**config.mk**
```make
export PLATFORM = sky130hd
export DESIGN_NAME = keypad_scanner
export DESIGN_NICKNAME = d
export VERILOG_FILES = /design/src/rtl/keypad_scanner.sv
export SDC_FILE = /design/constraint.sdc
export NUM_CORES = 1
export LEC_CHECK = 0
export BUFFER_PORTS_ARGS = -buffer_cell sky130_fd_sc_hd__buf_2
export CORE_ASPECT_RATIO = 0.5
export CORE_MARGIN = 1
export CORE_UTILIZATION = 24
export CTS_CLUSTER_SIZE = 10
export DETAILED_ROUTE_END_ITERATION = 8
export PLACE_DENSITY_LB_ADDON = 0.12
export SLEW_MARGIN = 20
export SYNTH_ARGS = -nofsm -noshare
export SYNTH_HDL_FRONTEND = slang
export SYNTH_SLANG_ARGS = --single-unit
```
**constraint.sdc**
```tcl
create_clock -name clk -period 1.77 [get_ports clk]
set_input_delay 0.354 -clock clk [delete_from_list [all_inputs] [get_ports clk]]
set_output_delay 0.354 -clock clk [all_outputs]
set_load 0.05 [all_outputs]
```
**src/rtl/keypad_scanner.sv**
```systemverilog
// 4x4 keypad scanner: column scan, debounced press/release, one-deep key buffer.
// Rows are synchronized; key_code = row*4+col, overrun marks a dropped key.
module keypad_scanner #(
    parameter int CLK_DIV        = 5000,
    parameter int DEBOUNCE_TICKS = 4
) (
    input  logic       clk,
    input  logic       rst,
    input  logic [3:0] row_in,
    output logic [3:0] col_out,
    output logic [3:0] key_code,
    output logic       key_valid,
    input  logic       key_ack,
    output logic       overrun
);
    localparam int TW = $clog2(CLK_DIV);
    localparam int DW = $clog2(DEBOUNCE_TICKS + 1);
    localparam logic [TW-1:0] TICK_LAST = TW'(CLK_DIV - 1);
    localparam logic [DW-1:0] DB_LAST   = DW'(DEBOUNCE_TICKS);

    typedef enum logic [1:0] {
        SCAN,
        DEBOUNCE,
        RELEASE
    } state_t;

    state_t        state, state_n;
    logic [3:0]    sync1, sync2;
    logic [TW-1:0] tick_cnt;
    logic          tick;
    logic [1:0]    col, col_n;
    logic [1:0]    rec_row, row_n;
    logic [DW-1:0] db_cnt, cnt_n, db_inc;
    logic          low_any;
    logic [1:0]    low_row;
    logic          accept;

    assign tick    = (tick_cnt == TICK_LAST);
    assign db_inc  = db_cnt + DW'(1);
    assign low_any = ~&sync2;
    assign col_out = ~(4'b0001 << col);

    // Lowest-index active (low) row wins when several keys share a column
    always_comb begin
        low_row = 2'd3;
        if (!sync2[0])      low_row = 2'd0;
        else if (!sync2[1]) low_row = 2'd1;
        else if (!sync2[2]) low_row = 2'd2;
    end

    always_ff @(posedge clk) begin
        if (rst) begin
            sync1    <= 4'hF;
            sync2    <= 4'hF;
            tick_cnt <= '0;
        end else begin
            sync1    <= row_in;
            sync2    <= sync1;
            tick_cnt <= tick ? '0 : tick_cnt + TW'(1);
        end
    end

    always_ff @(posedge clk) begin
        if (rst) begin
            state   <= SCAN;
            col     <= 2'd0;
            rec_row <= 2'd0;
            db_cnt  <= '0;
        end else begin
            state   <= state_n;
            col     <= col_n;
            rec_row <= row_n;
            db_cnt  <= cnt_n;
        end
    end

    always_comb begin
        state_n = state;
        col_n   = col;
        row_n   = rec_row;
        cnt_n   = db_cnt;
        accept  = 1'b0;
        if (tick) begin
            unique case (state)
                SCAN: begin
                    if (low_any) begin
                        row_n   = low_row;
                        cnt_n   = '0;
                        state_n = DEBOUNCE;
                    end else begin
                        col_n = col + 2'd1;
                    end
                end
                DEBOUNCE: begin
                    if (low_any && low_row == rec_row) begin
                        cnt_n = db_inc;
                        if (db_inc == DB_LAST) begin
                            accept  = 1'b1;
                            cnt_n   = '0;
                            state_n = RELEASE;
                        end
                    end else begin
                        col_n   = col + 2'd1;
                        state_n = SCAN;
                    end
                end
                RELEASE: begin
                    cnt_n = low_any ? '0 : db_inc;
                    if (!low_any && db_inc == DB_LAST) begin
                        cnt_n   = '0;
                        col_n   = col + 2'd1;
                        state_n = SCAN;
                    end
                end
                default: state_n = SCAN;
            endcase
        end
    end

    // Buffered key survives an unacknowledged accept; that loss is flagged
    always_ff @(posedge clk) begin
        if (rst) begin
            key_code  <= 4'h0;
            key_valid <= 1'b0;
            overrun   <= 1'b0;
        end else if (accept && (!key_valid || key_ack)) begin
            key_code  <= {rec_row, col};
            key_valid <= 1'b1;
        end else if (accept) begin
            overrun <= 1'b1;
        end else if (key_ack && key_valid) begin
            key_valid <= 1'b0;
            overrun   <= 1'b0;
        end
    end
endmodule

```
Yosys cells after proc, flatten, opt, wreduce, memory -nomap -nowiden
Cells that the tools add are included.
{ "classes": {"add_sub_neg": 3, "n_eq_ne": 12, "n_shift": 1, "muxes": 26, "bitwise_logic": 3, "n_reduce_logical": 19} }
{ "op_table": {"columns": ["op", "n"], "rows": [
  ["two-way mux 2 bit", 9],
  ["two-way mux 3 bit", 5],
  ["adder 13 x 1 -> 13 bit, second input constant", 1],
  ["== test 13 bit, second input constant", 1],
  ["case mux 2 bit (3 select lines)", 2],
  ["AND reduction 4 bit", 3],
  ["!= test 2 bit, second input constant", 5],
  ["two-way mux 1 bit", 9],
  ["case mux 3 bit (3 select lines)", 1],
  ["AND reduction 5 bit", 1],
  ["logical AND 1 bit", 4],
  ["inverter 4 bit", 1],
  ["AND reduction 2 bit", 2],
  ["nonzero test 2 bit", 2],
  ["<< shifter 1 x 2 -> 4 bit, first input constant", 1],
  ["adder 3 x 1 -> 3 bit, second input constant", 1],
  ["== test 3 bit, second input constant", 1],
  ["!= test 3 bit, second input constant", 1],
  ["AND reduction 3 bit", 1],
  ["nonzero test 3 bit", 1],
  ["adder 2 x 1 -> 2 bit, second input constant", 1],
  ["== test 2 x 1 -> 1 bit, second input constant", 1],
  ["== test 2 bit", 1],
  ["== test 2 bit, second input constant", 1],
  ["6 further kinds", 8]
]} }
{ "totals": {"regBits": 36, "input_bits": 7, "out_inout_bits": 10, "word_cells": 74} }

Logic depth before layout (Yosys ltp)
Gate-level depths: netlist of run 1.
{ "depth": {"word_depth": 11, "depth_mapped": 7, "mapped_depth_nobuf": 7} }

Least setup slack after synthesis of run 1
OpenSTA, ideal clock, no wires.
{ "synth_path": {"path_type": "flip-flop to flip-flop", "from": "reg db_cnt[0]", "to": "reg key_code[2]", "setup_time_ns": 0.116, "t_arrival_ns": 1.644, "required_ns": 1.654, "setup_slack_ns": 0.011, "path_stages_with_launch": 7, "n_path_buf": 0, "synth_period_minus_slack_ns": 1.759, "cell_sequence": "dfxtp_1 -> ha_1 -> xor2_1 -> nand3_1 -> a2111oi_4 -> nor3b_1 -> a31o_1"} }
{ "synth_via": {"elab_chain_cells": 7} }
{ "synth_lines": {"columns": ["item", "line", "source"], "rows": [
  ["start: declaration", "33", "logic [DW-1:0] db_cnt, cnt_n, db_inc;"],
  ["start signal: assignment", "73", "db_cnt <= cnt_n;"],
  ["adder 3 x 1 -> 3 bit", "39", "assign db_inc = db_cnt + DW'(1);"],
  ["== test 3 bit", "97", "if (db_inc == DB_LAST) begin"],
  ["two-way mux 1 bit", "97", null],
  ["two-way mux 1 bit", "95", "if (low_any && low_row == rec_row) begin"],
  ["two-way mux 1 bit", "84", "unique case (state)"],
  ["two-way mux 1 bit", "83", "if (tick) begin"],
  ["logical AND 1 bit", "126", "end else if (accept && (!key_valid || key_ack)) begin"],
  ["end signal: assignment", "127", "key_code <= {rec_row, col};"],
  ["end: declaration", "11", "output logic [3:0] key_code,"]
]} }
No other way between the ends.
A chain may end at the register's enable or synchronous reset.

Worst setup path after layout of run 1
{ "layout_path": {"from": "reg tick_cnt[5]", "to": "reg state[0]"} }
{ "layout_via": {"elab_chain_cells": 2} }
{ "layout_lines": {"columns": ["item", "line", "source"], "rows": [
  ["start: declaration", "29", "logic [TW-1:0] tick_cnt;"],
  ["start signal: assignment", "59", "tick_cnt <= tick ? '0 : tick_cnt + TW'(1);"],
  ["== test 13 bit", "38", "assign tick = (tick_cnt == TICK_LAST);"],
  ["AND reduction 4 bit (no source line)", null, null],
  ["end signal: assignment", "70", "state <= state_n;"],
  ["end: declaration", "27", "state_t state, state_n;"]
]} }
No other way between the ends.

==> results of run 1 <==
==> cell families after synthesis <==
family,count (synthesis)
AO/OA/AOI/OAI,21
XOR/XNOR,12
adder cells (fa/ha/maj),12
buffers and inverters,18
flip-flops,36
multiplexers,7
AND/OR/NAND/NOR,78
==> final timing paths <==
check / startpoint / end / slack, ns / cells after the start
worst max-delay path: tick_cnt[5]$_SDFF_PP0_ / state[0]$_SDFFE_PP0P_ / 0.05 / 6
worst min-delay path: row_in[2] / sync1[2]$_SDFF_PP1_ / 0.26 / 2
worst max register to register: tick_cnt[5]$_SDFF_PP0_ / state[0]$_SDFFE_PP0P_ / 0.05 / 6
worst min register to register: sync1[1]$_SDFF_PP1_ / sync2[1]$_SDFF_PP1_ / 0.40 / 1
==> layer usage <==
metal	wire, µm	GRT usage [%]	vias up
li1	-	-	712
met4	44	4.116	0
met2	1635	16.22	9
met3	87	3.011	5
met5	0	0	-
met1	1931	14.11	644
==> through the flow <==
stage | cell area [µm²] | hold WS [ns] | total power [W] | setup slack [ns] | cells
floorplan | 1750 | 0.3895 | 0.0008946 | 0.01061 | 184
global placement | 2093 | 0.3913 | 0.0009296 | -0.02646 | 309
detailed placement | 2093 | 0.3952 | 0.0009295 | -0.03906 | 309
CTS | 2307 | 0.2557 | 0.001830 | 0.0001985 | 319
global route | 2375 | 0.2607 | 0.001892 | -0.08305 | 319
finish | 2375 | 0.2593 | 0.001806 | 0.05271 | 319
==> sequential cells by signal, summed over array words and instances (netlist names) <==
name,count
col,2
db_cnt,3
key_code,4
key_valid,1
overrun,1
rec_row,2
state,2
sync1,4
sync2,4
tick_cnt,13
==> layout by cell type, fill, tap and decap left out, types with 3 or more instances in the layout <==
| master | n |
|---|---|
| dfxtp_1 | 31 |
| buf_4 | 23 |
| buf_2 | 16 |
| nand2_1 | 15 |
| nor2_1 | 15 |
| inv_1 | 11 |
| nand3_1 | 10 |
| xor2_1 | 9 |
| ha_1 | 9 |
| or2_2 | 8 |
| mux2i_1 | 7 |
| and3_1 | 5 |
| clkbuf_16 | 5 |
| a21oi_1 | 4 |
| dfxtp_2 | 4 |
| nand2b_1 | 3 |
| o21ai_0 | 3 |
| nor3_2 | 3 |
==> where the power goes <==
part / switching (W) / internal [W]
registers: 0.00000966 / 0.000824
logic: 0.0000421 / 0.0000396
clock network: 0.000329 / 0.000560
==> critical path: stages, from the launching register on <==
cell,delay [ns]
dfxtp_4,0.36
nor4b_4,0.29
nand3_2,0.15
buf_6,0.16
buf_12,0.13
a2111oi_4,0.34
mux2i_1,0.22
==> layout make-up <==
| class | count | area [µm²] |
|---|---|---|
| Clock buffer | 7 | 142.6 |
| Clock inverter | 1 | 7.507 |
| Fill cell | 689 | 4483 |
| Inverter | 12 | 45.04 |
| Multi-Input combinational cell | 130 | 1051 |
| Sequential cell | 36 | 729.5 |
| Tap cell | 92 | 115.1 |
| Timing Repair Buffer | 41 | 284.0 |
==> repair_timing <==
action	4_1_cts	5_1_grt
hold buffers	0	0
setup buffers	2	0
endpoints found under the setup margin	6	11
gates cloned	0	0
gates resized for setup	8	13
pin swaps	3	4
==> results.md, run 1 <==
* Outcome: complete, no violations
* Nets at 245
* Clock skew at 0.003940 ns
* DRT Pass-1 Iters at 4
* Ys async rst share at 0%
* Global-route usage over all layers at 10.63%
* Root buf cell: clkbuf_16
* Clk slew on worst S/H paths at 0.06 ns
* Worst Path Required at 1.97 ns
* CP Launch Type: flip-flop
* Most frequent cell after synthesis: dfxtp_1
* RSZ-0062 raised after global routing: yes
* Horiz. Die Dim at 122.8 µm
* Total of max-cap violations at 0
* Util after Layout at 34.63%
* Power Dens Cells at 760.3 nW/µm²
* Worst-path maximum fanout at 6
* Grt total ovfl at 0
* Final cycle utilization of the critical path at 97.02%
* Synth Area in XOR/XNOR at 6.004%
* Post-synthesis sequential area ratio at 41.17%
* Worst-Margin Slew at 0.5465 ns
* Worst Path Arrival at 1.92 ns
* Crit end category: flip-flop
* Finish-stage setup viols at 0
* Post-DP HPWL at 2.656 mm
* Die Ht at 62.39 µm
* Synth area leaders: dfxtp_1 (41%), ha_1 (8.6%), xor2_1 (5.0%), mux2i_1 (4.0%), nand2_1 (3.4%)
* Hold Path Class: input port to flip-flop
* Slew headroom at 63.39%
* Final hold vios at 0
* First-pass GRT wire length at 6.285 mm
* Slew Limit Fails at 0
* Die area at 7660 µm²
* Synth warn at 0
* Fmax at 582.3 MHz
* Post-synthesis simple-gate area fraction at 25.80%
* Max VDD drop at 0.3374 mV
* Routed Antenna Nets at 0
* Largest family of logic cells by synthesized area: simple AND/OR/NAND/NOR gates
* Layout cells sized above 1 at 36.12%
* Syn_nets at 203
* Via-to-Cell Ratio at 4.295
* Area Growth Syn to Fin at 35.67%
* CTS max path bufs at 2
* Number of synthesized register bits at 36
* Post-Synth Adder-Cell Area at 8.578%
* Mean Syn Cell Area at 9.513 µm²
* Initial Util at 25.52%
* Synth Area in Compound Gates at 10.44%
* Largest net degree at the start of global routing at 16
* Top FF cell, synth: dfxtp_1
* Largest area contributor in the netlist: dfxtp_1
* Post-synth top cells: dfxtp_1 (36), nand2_1 (16), nor2_1 (15)
* Path type of the worst setup path: flip-flop to flip-flop
* DR vias at 1,370
* Number of diodes at 0
* CTS Buf Count at 5
* Clk Latency, worst-skew pair at 0.27 ns
* CTS H-tree lvls at 2
* 1st-iter DRT viols at 35
* Drt total wl at 3.698 mm
* Mapped Area at 1750 µm²
* Drt wl/cell at 11.59 µm
* Post-synth top area share at 41.17%
* Drc violations at 0
* Mux cell area share after synthesis at 4.003%
* Number of synthesized flops with an enable pin at 0
* Gp weighted congestion at 0.6996
* Clock Sinks at 36
* CTS tree: done
* Tmin final at 1.717 ns
* I/O Buffers at 16
* Syn Inst Count at 184
* Std cell rows at 21
* Setup TNS at 0 ns
* LEAKAGE at 0.9428 nW
* Ports at 17
* Vias in the first global route at 1,323
* Post-synth cell types at 45
* Initial antenna violation count at 0
* Core area at 6858 µm²
Note: power is estimated with default switching activity, not from simulation.
==> run 2: changes to the inputs <==
==> constraint.sdc (replaced) <==
create_clock -name clk -period 1.77 [get_ports clk]
set_input_delay 0 -clock clk [delete_from_list [all_inputs] [get_ports clk]]
set_output_delay 0 -clock clk [all_outputs]
set_load 0.05 [all_outputs]
==> run 2 against run 1 <==
  * Critical path depth is the same
  * Register-to-register slack lost 0.05 ns
  * Wire length grew 0.24%
  * Total power grew 0.24%
  * Worst hold slack lost 0.25 ns
  * Combinational power grew 7.2%
  * Via count shrank 0.36%
  * Global-route usage shrank 0.19 points
  * Fmax shrank 2.6%
  * Core utilization grew 0.29 points
  * First-iteration DRC count grew 130%
  * Setup slack lost 0.047 ns
  * Critical path type unchanged
  * Critical endpoint is now key_code[0]$_SDFFE_PP0P_
  * Largest cell class unchanged
  * Highest routed layer unchanged
==> results.md, run 2 (synthesis gave the netlist of run 1 again) <==
* Number of diodes at 0 (unchanged)
* Design area at 2395 µm² (was 2375 µm²)
* Routed Antenna Nets at 0 (unchanged)
* Slew Limit Fails at 0 (unchanged)
* Post-DP HPWL at 2.585 mm (was 2.656 mm)
* Drt wl/cell at 11.48 µm (was 11.59 µm)
* Slowest cell on the critical path: dfxtp_1 (was dfxtp_4)
* CTS tree: done (unchanged)
* I/O Buffers at 16 (unchanged)
* Clk slew on worst S/H paths at 0.06 ns (about the same)
* Tmin final at 1.764 ns (was 1.717 ns)
* Setup ws final at 0.006170 ns (was 0.05271 ns)
* Commonest non-fill, non-tap cell in the layout: dfxtp_1 (unchanged)
* Grt total ovfl at 0 (unchanged)
* Path type of the worst setup path: flip-flop to flip-flop (unchanged)
* GRT met2 Usage at 16.71% (was 16.22%)
* Horiz. Die Dim at 122.8 µm (unchanged)
* Worst Path Required at 1.97 ns (about the same)
* Biggest register: tick_cnt (unchanged)
* Die Ht at 62.39 µm (unchanged)
* Worst-Margin Slew at 0.3892 ns (was 0.5465 ns)
* Area Growth Syn to Fin at 36.81% (was 35.67%)
* Met1 Resource Use GR at 13.00% (was 14.11%)
* Fmax at 566.9 MHz (was 582.3 MHz)
* Total power at 0.001810 W (was 0.001806 W)
* Largest net degree at the start of global routing at 19 (was 16)
* LEAKAGE at 0.9514 nW (was 0.9428 nW)
* Power Dens Cells at 755.7 nW/µm² (was 760.3 nW/µm²)
* CP Launch Type: flip-flop (unchanged)
* Layout cells sized above 1 at 35.50% (was 36.12%)
* CTS Buf Count at 5 (unchanged)
* Clk Latency, worst-skew pair at 0.28 ns (was 0.27 ns)
* Clock Sinks at 36 (unchanged)
* Max VDD drop at 0.3076 mV (was 0.3374 mV)
* Vias in the first global route at 1,326 (was 1,323)
* Number of flip-flops in the largest register at 13 (unchanged)
* Slowest stage delay, CP at 0.36 ns (about the same)
* Final hold vios at 0 (unchanged)
* Most frequent cells in the layout: dfxtp_1 (30), buf_4 (24), nand2_1 (16), buf_2 (16), nor2_1 (15) (was dfxtp_1 (31), buf_4 (23), buf_2 (16))
* Initial Util at 25.52% (unchanged)
* Hold Path Class: input port to flip-flop (unchanged)
* CTS H-tree lvls at 2 (unchanged)
* Outcome: complete, no violations (unchanged)
* Most used routing layer: met2 (unchanged)
* Final cycle utilization of the critical path at 99.65% (was 97.02%)
* Die area at 7660 µm² (unchanged)
* First-pass GRT wire length at 6.203 mm (was 6.285 mm)
* Non-Filler Instances at 323 (was 319)
* Dpl cells at 308 (was 309)
* RSZ-0062 raised after global routing: yes (unchanged)
* Gp weighted congestion at 0.7318 (was 0.6996)
* Root buf cell: clkbuf_16 (unchanged)
* Slew headroom at 73.97% (was 63.39%)
* Total of max-cap violations at 0 (unchanged)
* Worst Path Arrival at 1.96 ns (was 1.92 ns)
* Drc violations at 0 (unchanged)
* Critical path cell sequence: nor4b_4, nand3_4, buf_8, a2111oi_4, buf_4, mux2i_1 (was nor4b_4, nand3_2, buf_6, buf_12, a2111oi_4, mux2i_1)
* Setup TNS at 0 ns (unchanged)
* Nets at 249 (was 245)
* Std cell rows at 21 (unchanged)
* Worst-path maximum fanout at 6 (unchanged)
* Drt total wl at 3.707 mm (was 3.698 mm)
* Initial antenna violation count at 0 (unchanged)
* Crit end category: flip-flop (unchanged)
* Met3 usage at 3.285% (was 3.011%)
* Global-route usage over all layers at 10.44% (was 10.63%)
* 1st-iter DRT viols at 81 (was 35)
* CTS max path bufs at 2 (unchanged)
* Clock skew at 0.004689 ns (was 0.003940 ns)
* Ports at 17 (unchanged)
* DRT Pass-1 Iters at 2 (was 4)
* Via-to-Cell Ratio at 4.226 (was 4.295)
* Finish-stage setup viols at 0 (unchanged)
* DR vias at 1,365 (was 1,370)
* Place WS at -0.1041 ns (was -0.03906 ns)
* Core area at 6858 µm² (unchanged)
* Cell Area, Placed at 2086 µm² (was 2093 µm²)
run 2: layer usage:
| layer | vias up | wire length (µm) |
|---|---|---|
| met5 | - | 0 |
| met1 | 631 | 1820 |
| met3 | 5 | 103 |
| li1 | 719 | - |
| met2 | 10 | 1740 |
| met4 | 0 | 43 |
run 2: area by class of cell:
cell class,instances,area [µm²]
clock buffer,7,142.6
clock inverter,1,7.507
fill,709,4463
sequential,36,728.2
inverter,12,45.04
multi-input combinational,130,1041
tap,92,115.1
timing repair buffer,45,315.3
run 2: path summary, 6_finish.rpt:
check	from	to	slack [ns]	cells past startpoint
worst max-delay path	tick_cnt[11]$_SDFF_PP0_	key_code[0]$_SDFFE_PP0P_	0.006	6
worst min-delay path	key_ack	overrun$_SDFFE_PP0P_	0.01	3
worst max register to register	tick_cnt[11]$_SDFF_PP0_	key_code[0]$_SDFFE_PP0P_	0.006	6
worst min register to register	sync1[3]$_SDFF_PP1_	sync2[3]$_SDFF_PP1_	0.41	1
run 2: metrics by stage:
step	hold slack, ns	utilization (%)
finish	0.01202	34.92
global route	0.04236	34.92
CTS	0.007666	33.46
detailed placement	0.1911	30.41
global placement	0.1839	30.41
floorplan	0.1038	-
run 2: power by group:
group          switching [W]  internal, W  total [W]  leakage, nW
logic              0.0000426    0.0000451  0.0000876        0.587
clock network       0.000327     0.000560   0.000887       0.0701
registers         0.00000938     0.000826   0.000835        0.294
run 2: critical path: cells and delay by family, from the launching register on:
family          cells  cell delay [ns]
compound gates      1             0.36
buf+inv             2             0.34
flops               1             0.36
mux                 1             0.18
simple gates        2             0.44
run 2: repair_timing:
item,in CTS,in global routing
hold endpoints to repair,4,0
endpoints found under the setup margin,6,9
resized for setup,4,17
pin swaps,3,1
buffers inserted,0,3
hold buffers,4,0
==> run 3: changes to the inputs <==
- HOLD_SLACK_MARGIN: unset -> 0.02
==> run 3 against run 2 <==
  * Fmax is 0.12% lower
  * Sequential share of layout area is 0.13 points lower
  * Clock power about the same
  * Critical path type unchanged
  * Highest routed layer unchanged
==> results.md, run 3 (synthesis gave the netlist of run 1 again) <==
* Sw power at 0.0003815 W (was 0.0003785 W)
* Place WS at -0.1041 ns (unchanged)
* Int Power at 0.001433 W (was 0.001431 W)
* Commonest non-fill, non-tap cell in the layout: dfxtp_1 (unchanged)
* Gp weighted congestion at 0.7318 (unchanged)
* 1st-iter DRT viols at 90 (was 81)
* Slew headroom at 74.07% (was 73.97%)
* CTS tree: done (unchanged)
* Slew Limit Fails at 0 (unchanged)
* Core area at 6858 µm² (unchanged)
* Worst hold path startpoint: rst (was key_ack)
* Design area at 2405 µm² (was 2395 µm²)
* Area occupied by multi-input gates at 1041 µm² (unchanged)
* Critical path cell sequence: nor4b_4, nand3_4, buf_8, a2111oi_4, buf_4, mux2i_1 (unchanged)
* Setup ws final at 0.003979 ns (was 0.006170 ns)
* Switching share of total power at 21.03% (was 20.92%)
* Drc violations at 0 (unchanged)
* Worst-path maximum fanout at 6 (unchanged)
* CTS max path bufs at 2 (unchanged)
* First-pass GRT wire length at 6.216 mm (was 6.203 mm)
* Routed Antenna Nets at 0 (unchanged)
* Via-to-Cell Ratio at 4.188 (was 4.226)
* CTS Buf Count at 5 (unchanged)
* Nets at 250 (was 249)
* Worst Path Required at 1.97 ns (about the same)
* DR vias at 1,357 (was 1,365)
* Slowest stage delay, CP at 0.37 ns (was 0.36 ns)
* Reg2reg path depth at 6 (unchanged)
* Grt total ovfl at 0 (unchanged)
* RSZ-0062 raised after global routing: yes (unchanged)
* Outcome: complete, no violations (unchanged)
* Number of flip-flops in the largest register at 13 (unchanged)
* Initial Util at 25.52% (unchanged)
* Drt wl/cell at 11.44 µm (was 11.48 µm)
* DRT Pass-1 Iters at 3 (was 2)
* Final hold vios at 0 (unchanged)
* Non-Filler Instances at 324 (was 323)
* Clock power share at 49.0% (about the same)
* Horiz. Die Dim at 122.8 µm (unchanged)
* Register area at 728.2 µm² (unchanged)
* Comb power frac at 4.9% (was 4.8%)
* FF-to-FF setup slack at 0.004 ns (was 0.006 ns)
* Tmin final at 1.766 ns (was 1.764 ns)
* Power Dens Cells at 754.4 nW/µm² (was 755.7 nW/µm²)
* Global-route usage over all layers at 10.46% (was 10.44%)
* Hold Crit Endpoint: tick_cnt[2]$_SDFF_PP0_ (was overrun$_SDFFE_PP0P_)
* Final cycle utilization of the critical path at 99.78% (was 99.65%)
* CTS H-tree lvls at 2 (unchanged)
* Root buf cell: clkbuf_16 (unchanged)
* Post-DP HPWL at 2.585 mm (unchanged)
* Clk Latency, worst-skew pair at 0.28 ns (about the same)
* Std cell rows at 21 (unchanged)
* Largest net degree at the start of global routing at 19 (unchanged)
* Dpl cells at 308 (unchanged)
* Delay-heaviest family, CP: simple AND/OR/NAND/NOR gates (unchanged)
* Reg2reg start: tick_cnt[11]$_SDFF_PP0_ (unchanged)
* Area Growth Syn to Fin at 37.38% (was 36.81%)
* Setup TNS at 0 ns (unchanged)
* Initial antenna violation count at 0 (unchanged)
* Vias in the first global route at 1,329 (was 1,326)
* Max VDD drop at 0.3099 mV (was 0.3076 mV)
* R2r endpoint: key_code[0]$_SDFFE_PP0P_ (unchanged)
* Biggest register: tick_cnt (unchanged)
* Fill cells at 708 (was 709)
* Clock skew at 0.005116 ns (was 0.004689 ns)
* Worst-Margin Slew at 0.3877 ns (was 0.3892 ns)
* CP Buf/Inv Count at 2 (unchanged)
* Die area at 7660 µm² (unchanged)
* Path type of the worst setup path: flip-flop to flip-flop (unchanged)
* Number of diodes at 0 (unchanged)
* Clk slew on worst S/H paths at 0.06 ns (about the same)
* Finish-stage setup viols at 0 (unchanged)
* Slowest cell on the critical path: a2111oi_4 (was dfxtp_1)
* Layout cells sized above 1 at 35.34% (was 35.50%)
* Clock Sinks at 36 (unchanged)
* Ports at 17 (unchanged)
* Crit end category: flip-flop (unchanged)
* Hold Path Class: input port to flip-flop (unchanged)
* Hold Crit Depth at 2 (was 3)
* Most frequent cells in the layout: dfxtp_1 (30), buf_4 (24), nand2_1 (16), buf_2 (16), nor2_1 (15) (unchanged)
* I/O Buffers at 16 (unchanged)
* LEAKAGE at 0.9555 nW (was 0.9514 nW)
* Cell Area, Placed at 2086 µm² (unchanged)
* Final hold slack at 0.08858 ns (was 0.01202 ns)
* CP Launch Type: flip-flop (unchanged)
* Worst Path Arrival at 1.97 ns (was 1.96 ns)
* Die Ht at 62.39 µm (unchanged)
* Seq pwr share at 46.1% (was 46.2%)
* Fmax at 566.2 MHz (was 566.9 MHz)
* Drt total wl at 3.708 mm (was 3.707 mm)
* Total of max-cap violations at 0 (unchanged)
run 3: per-stage QoR:
| stage | util, % | power [W] |
|---|---|---|
| CTS | 33.61 | 0.001842 |
| finish | 35.07 | 0.001814 |
| global route | 35.07 | 0.001897 |
| global placement | 30.41 | 0.0009280 |
| floorplan | - | 0.0008946 |
| detailed placement | 30.41 | 0.0009291 |
run 3: worst max path at each step:
stage	from	to	slack, ns	cells after the start
2_1_floorplan	db_cnt[0]$_SDFFE_PP0P_	key_code[2]$_SDFFE_PP0P_	0.01	6
3_3_place_gp	db_cnt[0]$_SDFFE_PP0P_	key_code[1]$_SDFFE_PP0P_	-0.04	6
3_5_place_dp	db_cnt[0]$_SDFFE_PP0P_	key_code[1]$_SDFFE_PP0P_	-0.10	6
4_1_cts	tick_cnt[0]$_SDFF_PP0_	col[1]$_SDFFE_PP0P_	-0.02	7
5_1_grt	tick_cnt[11]$_SDFF_PP0_	key_code[0]$_SDFFE_PP0P_	-0.13	6
6_report	tick_cnt[11]$_SDFF_PP0_	key_code[0]$_SDFFE_PP0P_	0.004	6
run 3: worst reg2reg max path, stage by stage (launching register included):
cell and delay, ns:
dfxtp_1 0.36, nor4b_4 0.32, nand3_4 0.12, buf_8 0.15, a2111oi_4 0.37, buf_4 0.20, mux2i_1 0.18
run 3: layer usage:
layer / routed length, µm / track usage [%] / up-vias / part of all wire [%]
li1: - / - / 720 / -
met1: 1836 / 13.06 / 621 / 50
met2: 1730 / 16.71 / 11 / 47
met3: 98 / 3.285 / 5 / 2.6
met4: 43 / 4.116 / 0 / 1.2
met5: 0 / 0 / - / 0
run 3: final cells by class:
class                   count  share of cell area (%)
well taps                  92                   4.787
clock buffers               7                   5.931
repair buffers             46                   13.53
inverters                  12                   1.873
flip-flops and latches     36                   30.28
multi-input cells         130                   43.29
clock inverters             1                  0.3122
run 3: power by group through the flow:
| stage | Clock [W] | Sequential [W] | Combinational [W] |
|---|---|---|---|
| 6_report | 0.000889 | 0.000836 | 0.0000891 |
| 3_3_place_gp | 0 | 0.000850 | 0.0000779 |
| 4_1_cts | 0.000922 | 0.000832 | 0.0000876 |
| 5_1_grt | 0.000958 | 0.000837 | 0.000101 |
| 3_5_place_dp | 0 | 0.000850 | 0.0000787 |
| 2_1_floorplan | 0 | 0.000850 | 0.0000449 |
run 3: timing repair:
action / CTS / global route
pin swaps: 3 / 1
cloned: 0 / 0
setup buffers: 0 / 3
gates resized for setup: 4 / 17
hold buffers: 5 / 0
endpoints found under the setup margin: 6 / 9
hold endpoints to repair: 5 / 0
